$ cat src/rtl/flow_pkg.sv
// -----------------------------------------------------------------------------
// flow_pkg
// Shared constants for the OpenFlow lookup responder: key width, key field
// boundaries and the default table geometry.
// Key layout (MSB first): ingress port[115:112], eth_src[111:64],
//                         ipv4_src[63:32], ipv4_dst[31:0]
// -----------------------------------------------------------------------------
package flow_pkg;

   localparam int KEY_W      = 116;

   // Most-significant bit of each key field
   localparam int INPORT_MSB = 115;
   localparam int ETHSRC_MSB = 111;
   localparam int IPSRC_MSB  = 63;
   localparam int IPDST_MSB  = 31;

   localparam int DEF_NPORT  = 4;
   localparam int DEF_NENTRY = 8;

endpackage

$ cat src/rtl/flow_entry_match.sv
// -----------------------------------------------------------------------------
// flow_entry_match
// Storage for one flow table entry (valid, key, care mask, port bitmap) plus a
// combinational masked compare against the current lookup key.
//
// Ports:
//   clk           in   clock
//   rst_n         in   synchronous active-low reset (clears valid only)
//   i_wr_en       in   write this entry
//   i_wr_valid    in   new valid bit (0 deletes the entry)
//   i_wr_key      in   new match key
//   i_wr_mask     in   new care mask, 1 = bit compared
//   i_wr_port     in   new forwarding bitmap
//   i_lookup_key  in   key being looked up
//   o_hit         out  entry valid and key matches under mask
//   o_port        out  stored forwarding bitmap
// -----------------------------------------------------------------------------
module flow_entry_match
   import flow_pkg::*;
#(
   parameter int KEY_W = flow_pkg::KEY_W,
   parameter int NPORT = DEF_NPORT
) (
   input  logic             clk,
   input  logic             rst_n,
   input  logic             i_wr_en,
   input  logic             i_wr_valid,
   input  logic [KEY_W-1:0] i_wr_key,
   input  logic [KEY_W-1:0] i_wr_mask,
   input  logic [NPORT-1:0] i_wr_port,
   input  logic [KEY_W-1:0] i_lookup_key,
   output logic             o_hit,
   output logic [NPORT-1:0] o_port
);

   logic             r_valid;
   logic [KEY_W-1:0] r_key;
   logic [KEY_W-1:0] r_mask;
   logic [NPORT-1:0] r_port;

   always_ff @(posedge clk) begin
      if (!rst_n) begin
         r_valid <= 1'b0;
      end else if (i_wr_en) begin
         r_valid <= i_wr_valid;
      end
   end

   // Key, mask and port carry no reset; the valid bit alone gates a hit.
   always_ff @(posedge clk) begin
      if (i_wr_en) begin
         r_key  <= i_wr_key;
         r_mask <= i_wr_mask;
         r_port <= i_wr_port;
      end
   end

   // An all-zero mask turns a valid entry into a wildcard.
   assign o_hit  = r_valid && (((i_lookup_key ^ r_key) & r_mask) == '0);
   assign o_port = r_port;

endmodule

$ cat src/rtl/flow_lookup.sv
// -----------------------------------------------------------------------------
// flow_lookup
// Responder for the forwarder's OpenFlow lookup interface. Every request is
// answered exactly two cycles later with an ack, plus the port bitmap of the
// lowest-index matching entry, or err on a miss. Hit/miss counters saturate.
//
// Ports:
//   sys_clk             in   clock
//   sys_rst_n           in   synchronous active-low reset
//   of_lookup_req       in   one-cycle lookup strobe
//   of_lookup_data      in   lookup key (valid with req)
//   of_lookup_ack       out  one-cycle response strobe
//   of_lookup_err       out  miss indicator, valid with ack
//   of_lookup_fwd_port  out  port bitmap, valid with ack, held otherwise
//   tbl_wr_en           in   table write strobe
//   tbl_wr_addr         in   entry index
//   tbl_wr_valid        in   entry valid bit (0 deletes)
//   tbl_wr_key          in   match key
//   tbl_wr_mask         in   care mask, 1 = bit compared
//   tbl_wr_port         in   forwarding bitmap
//   stat_clr            in   clear both counters (wins over increment)
//   stat_hit            out  saturating hit count
//   stat_miss           out  saturating miss count
// -----------------------------------------------------------------------------
module flow_lookup
   import flow_pkg::*;
#(
   parameter int NPORT  = DEF_NPORT,
   parameter int NENTRY = DEF_NENTRY,
   parameter int KEY_W  = flow_pkg::KEY_W,
   parameter int AW     = 3
) (
   input  logic             sys_clk,
   input  logic             sys_rst_n,
   input  logic             of_lookup_req,
   input  logic [KEY_W-1:0] of_lookup_data,
   output logic             of_lookup_ack,
   output logic             of_lookup_err,
   output logic [NPORT-1:0] of_lookup_fwd_port,
   input  logic             tbl_wr_en,
   input  logic [AW-1:0]    tbl_wr_addr,
   input  logic             tbl_wr_valid,
   input  logic [KEY_W-1:0] tbl_wr_key,
   input  logic [KEY_W-1:0] tbl_wr_mask,
   input  logic [NPORT-1:0] tbl_wr_port,
   input  logic             stat_clr,
   output logic [31:0]      stat_hit,
   output logic [31:0]      stat_miss
);

   logic [NENTRY-1:0] w_wr_sel;
   logic [NENTRY-1:0] w_hit;
   logic [NPORT-1:0]  w_port [NENTRY];

   // ---------------------------------------------------------------- table
   genvar gi;
   generate
      for (gi = 0; gi < NENTRY; gi++) begin : g_entry
         // Addresses at or above NENTRY select no entry and are dropped.
         assign w_wr_sel[gi] = tbl_wr_en && (tbl_wr_addr == AW'(gi));

         flow_entry_match #(
            .KEY_W (KEY_W),
            .NPORT (NPORT)
         ) u_entry (
            .clk          (sys_clk),
            .rst_n        (sys_rst_n),
            .i_wr_en      (w_wr_sel[gi]),
            .i_wr_valid   (tbl_wr_valid),
            .i_wr_key     (tbl_wr_key),
            .i_wr_mask    (tbl_wr_mask),
            .i_wr_port    (tbl_wr_port),
            .i_lookup_key (of_lookup_data),
            .o_hit        (w_hit[gi]),
            .o_port       (w_port[gi])
         );
      end
   endgenerate

   // -------------------------------------------------------------- stage 1
   logic              r_req_d1;
   logic [NENTRY-1:0] r_hit_vec;
   logic [NPORT-1:0]  r_port_snap [NENTRY];

   always_ff @(posedge sys_clk) begin
      if (!sys_rst_n) begin
         r_req_d1  <= 1'b0;
         r_hit_vec <= '0;
      end else begin
         r_req_d1  <= of_lookup_req;
         r_hit_vec <= w_hit;
      end
   end

   // Port bitmaps are captured alongside the hit vector so that a write
   // landing while the lookup is in stage 2 cannot change its answer: the
   // whole response reflects the table as it was when the req was sampled.
   always_ff @(posedge sys_clk) begin
      for (int e = 0; e < NENTRY; e++) begin
         r_port_snap[e] <= w_port[e];
      end
   end

   // -------------------------------------------------------------- stage 2
   logic             w_any_hit;
   logic [NPORT-1:0] w_sel_port;

   // Scan downwards so the lowest-index hit is the last assignment.
   always_comb begin
      w_any_hit  = 1'b0;
      w_sel_port = '0;
      for (int e = NENTRY - 1; e >= 0; e--) begin
         if (r_hit_vec[e]) begin
            w_any_hit  = 1'b1;
            w_sel_port = r_port_snap[e];
         end
      end
   end

   logic             r_ack;
   logic             r_err;
   logic [NPORT-1:0] r_fwd_port;
   logic [31:0]      r_hit_cnt;
   logic [31:0]      r_miss_cnt;

   // Counters step on the same edge that registers the ack, so they already
   // include a response in the cycle it is presented.
   always_ff @(posedge sys_clk) begin
      if (!sys_rst_n) begin
         r_ack      <= 1'b0;
         r_err      <= 1'b0;
         r_fwd_port <= '0;
         r_hit_cnt  <= '0;
         r_miss_cnt <= '0;
      end else begin
         r_ack <= r_req_d1;
         r_err <= r_req_d1 && !w_any_hit;
         if (r_req_d1) begin
            r_fwd_port <= w_any_hit ? w_sel_port : '0;
         end

         if (stat_clr) begin
            r_hit_cnt <= '0;
         end else if (r_req_d1 && w_any_hit && (r_hit_cnt != '1)) begin
            r_hit_cnt <= r_hit_cnt + 32'd1;
         end

         if (stat_clr) begin
            r_miss_cnt <= '0;
         end else if (r_req_d1 && !w_any_hit && (r_miss_cnt != '1)) begin
            r_miss_cnt <= r_miss_cnt + 32'd1;
         end
      end
   end

   assign of_lookup_ack      = r_ack;
   assign of_lookup_err      = r_err;
   assign of_lookup_fwd_port = r_fwd_port;
   assign stat_hit           = r_hit_cnt;
   assign stat_miss          = r_miss_cnt;

endmodule

$ cat config.mk
export PLATFORM = sky130hd
export DESIGN_NAME = flow_lookup
export DESIGN_NICKNAME = d
export VERILOG_FILES = /design/src/rtl/flow_pkg.sv /design/src/rtl/flow_entry_match.sv /design/src/rtl/flow_lookup.sv
export SDC_FILE = /design/constraint.sdc
export NUM_CORES = 2
export LEC_CHECK = 0
export BUFFER_PORTS_ARGS = -buffer_cell sky130_fd_sc_hd__buf_2
export CORE_AREA = 2 2 296 517
export DETAILED_ROUTE_END_ITERATION = 10
export DIE_AREA = 0 0 298 519
export GPL_ROUTABILITY_DRIVEN = 0
export PLACE_DENSITY = 0.67
export SYNTH_ARGS = -nofsm -noshare
export SYNTH_HDL_FRONTEND = slang
export SYNTH_SLANG_ARGS = --single-unit
$ cat constraint.sdc
create_clock -name sys_clk -period 42.5 [get_ports sys_clk]
set_clock_uncertainty 0.05 [all_clocks]
set_input_delay 4.25 -clock sys_clk [delete_from_list [all_inputs] [get_ports sys_clk]]
set_output_delay 4.25 -clock sys_clk [all_outputs]
set_load 0.005 [all_outputs]
==> key figures <==
Status
  – Status: finished clean

Timing
  – Fin. max-slew vios: 0
  – Fin crit share: 16.1%
  – Achievable frequency: about 150 MHz
  – Fin. Hold Viols: 0
  – # setup viols final: 0
  – Final Critical Period: between 6 and 7 ns
  – Hold Slack: about 0.29 ns
  – RSZ-0062 raised after global routing: false
  – Worst-margin pin slew: roughly 1.2 ns
  – Setup Total Neg Slack: 0 ns
  – Worst rel slew slack: 19.0%

Setup path
  – Crit-path cells: buf_2, nand2b_1, nor2_4, buf_4, buf_4
  – Critical Path Slowest Stage Cell: nor2_4
  – Most frequent CP cell: buf_4
  – Worst path required time: about 43 ns
  – CP max FO: 53
  – Worst Setup SP: tbl_wr_addr[2]
  – Bufs and invs on worst path: 3
  – RR Startpoint: g_entry[4].u_entry.r_key[92]$_DFFE_PP_
  – Max incr delay on CP: around 0.95 ns
  – Startpoint types: input pin
  – CP Capture Type: flip-flop
  – CP top delay family: buffers and inverters
  – Crit path DAT: 7.24 ns
  – Worst setup path category: in -> reg

Synth
  – Number of flops mapped to enable cells by yosys: 1,888
  – Top cell type's share of synthesized area: ~76%
  – Mapped Nets: approximately 4,400
  – Part of the Yosys area used for sequential elements: between 70% and 80%
  – Top cells by area, synth: edfxtp_1, xor2_1, dfxtp_1, a22oi_1, a221oi_1
  – Share of async-settable or async-resettable flops after synthesis: 0%
  – Yosys reg bits: between 2,000 and 2,500
  – Warnings from Yosys: 0
  – Count leader, synth: edfxtp_1
  – Largest area contributor in the netlist: edfxtp_1
  – Mapped Area: between 0.07 and 0.08 sq mm
  – Count of cell types in the netlist: 54
  – Mapped Cells: 4,055
  – Dominant register cell in the synthesized netlist: edfxtp_1
  – Syn avg cell area: around 18 sq um
  – Commonest cells in the synthesized netlist: edfxtp_1, xor2_1, a22oi_1, dfxtp_1, a221oi_1

CTS
  – Post-CTS resize count: 0
  – Root Buffer: clkbuf_16
  – Post-CTS Hold Fix Bufs: 0
  – Largest buffer count on any clock path: 3
  – H-tree Lvls: 4
  – CTS tree: built
  – Worst-Skew Late Latency: 0.82 ns
  – Number of buffers created by CTS: between 150 and 200
  – Reg clk slew, reported paths: approximately 0.06 ns
  – Clk sink count: between 2,000 and 2,500
  – Post-CTS Setup Repair Bufs: 0

Job
  – Max-cap violations: 0

Pwr
  – Maximum vdd drop: 0.0000451 V
  – Leakage: between 20 and 30 nW
  – P per Cell Area: around 48 mW/mm^2

Drt
  – Initial DRC Count: 3,342
  – Routed Antenna Nets: 0
  – Total number of vias: between 30,000 and 40,000
  – Routed WL: a little under 200 mm
  – Vias per Instance: ~5.6
  – DRT Pass-1 Iters: 5
  – Avg WL per Cell: 29.4 um
  – # DRC: 0

Floorplanning
  – IO Count: ~430
  – Core ar.: 0.151 sq mm
  – Standard-cell rows: around 190
  – Initial Util: approximately 50%
  – Die Area: approximately 0.15 sq mm
  – Die Y-Extent: about 520 um
  – Die Wd: 298 um

Placed design
  – Port-buffer cells: 430
  – Post-DP HPWL: approximately 140 mm
  – Inst Count DP: around 6,400

Min path
  – Hold path startpoint: g_entry[1].u_entry.o_port[2]$_DFFE_PP_
  – Worst hold path type: reg -> reg

Layout
  – # fillers: around 12,000
  – Final nets: between 4,000 and 5,000
  – Layout cells sized above 1: about 16%
  – Area delta synth->final: 13.7%
  – Finished Layout Cells: 6,741

GRT
  – Overflow after GRT: 0
  – GRT Util Overall: approximately a quarter
  – Largest net degree at the start of global routing: ~150
  – Initial antenna violation count: 88
  – Vias in the first global route: around 38,000
  – First-pass GRT wire length: between 200 and 300 mm
## layer usage
metal	up-vias	share of wire, %	GRT usage [%]	routed length (um)
li1	16700	-	-	-
met5	-	0.25	0	494
met2	1308	52	45.4	103000
met1	19600	36	29.2	70600
met4	78	4.9	11.6	9750
met3	352	7.1	5.78	14000
## sequential cells by signal, summed over array words and instances, names as in the netlist
| signal | cells |
|---|---|
| stat_miss | 32 |
| of_lookup_err | 1 |
| g_entry.u_entry.o_port | 32 |
| r_req_d1 | 1 |
| g_entry.u_entry.r_key | 928 |
| of_lookup_ack | 1 |
| r_hit_vec | 8 |
| r_port_snap | 32 |
| stat_hit | 32 |
| of_lookup_fwd_port | 4 |
| g_entry.u_entry.r_valid | 8 |
| g_entry.u_entry.r_mask | 928 |
## area by class of cell
class / instances / area, sq um / area share, %
clock inverter: 101 / 1040 / 1.23
multi-input combinational: 1897 / 15000 / 17.7
clock buffer: 212 / 4570 / 5.38
sequential: 2007 / 59100 / 69.6
tap: 2005 / 2510 / 2.96
inverter: 12 / 45.0 / 0.0531
timing repair buffer: 470 / 2490 / 2.94
antenna: 37 / 92.6 / 0.109
## report_power, final
part	switching, W	total, W	internal (W)
sequential	0.0000189	0.00224	0.00223
clock	0.000703	0.00157	0.000867
combinational	0.000157	0.000220	0.0000633
## final timing paths
kind | to | slack [ns] | cells past startpoint
worst max-delay path | g_entry[3].u_entry.r_key[100]$_DFFE_PP_ | 35.66 | 5
worst min-delay path | r_port_snap[0][6]$_DFF_P_ | 0.29 | 0
worst max register to register | r_hit_vec[4]$_SDFF_PN0_ | 39.51 | 6
worst min register to register | r_port_snap[0][6]$_DFF_P_ | 0.29 | 0
## cell families after synthesis
logic type,after synthesis,share of synthesized area [%]
and+or+nand+nor,390,2.92
DFF,2007,79.2
adders and majority gates,2,0.0335
AOI/OAI and AO/OA,518,5.49
xor gates and xnor gates,982,11.5
muxes,5,0.0671
buffers and inverters,151,0.811
## stage by stage
| stage | worst slack [ns] | total power [W] | utilization [%] | area, sq um |
|---|---|---|---|---|
| after detailed placement | 34.90 | 0.00251 | 52.4 | 79100 |
| final | 35.66 | 0.00403 | 56.2 | 84800 |
| after floorplan | 20.62 | 0.00240 | - | 74600 |
| after global routing | 35.58 | 0.00414 | 56.2 | 84700 |
| after global placement | 34.96 | 0.00250 | 52.4 | 79100 |
| after CTS | 35.75 | 0.00406 | 56.2 | 84700 |
## layout by cell type, fill, tap and decap left out, drive strengths merged, types with 74 or more instances in the layout
cell / netlist / final
a22oi: 240 / 240
a22o: 104 / 104
buf: 40 / 470
clkbuf: 99 / 212
dfxtp: 119 / 119
nand4: 103 / 103
a221oi: 108 / 108
edfxtp: 1888 / 1888
xor2: 942 / 942
nor2: 74 / 74
(Power assumes the default switching activity.)
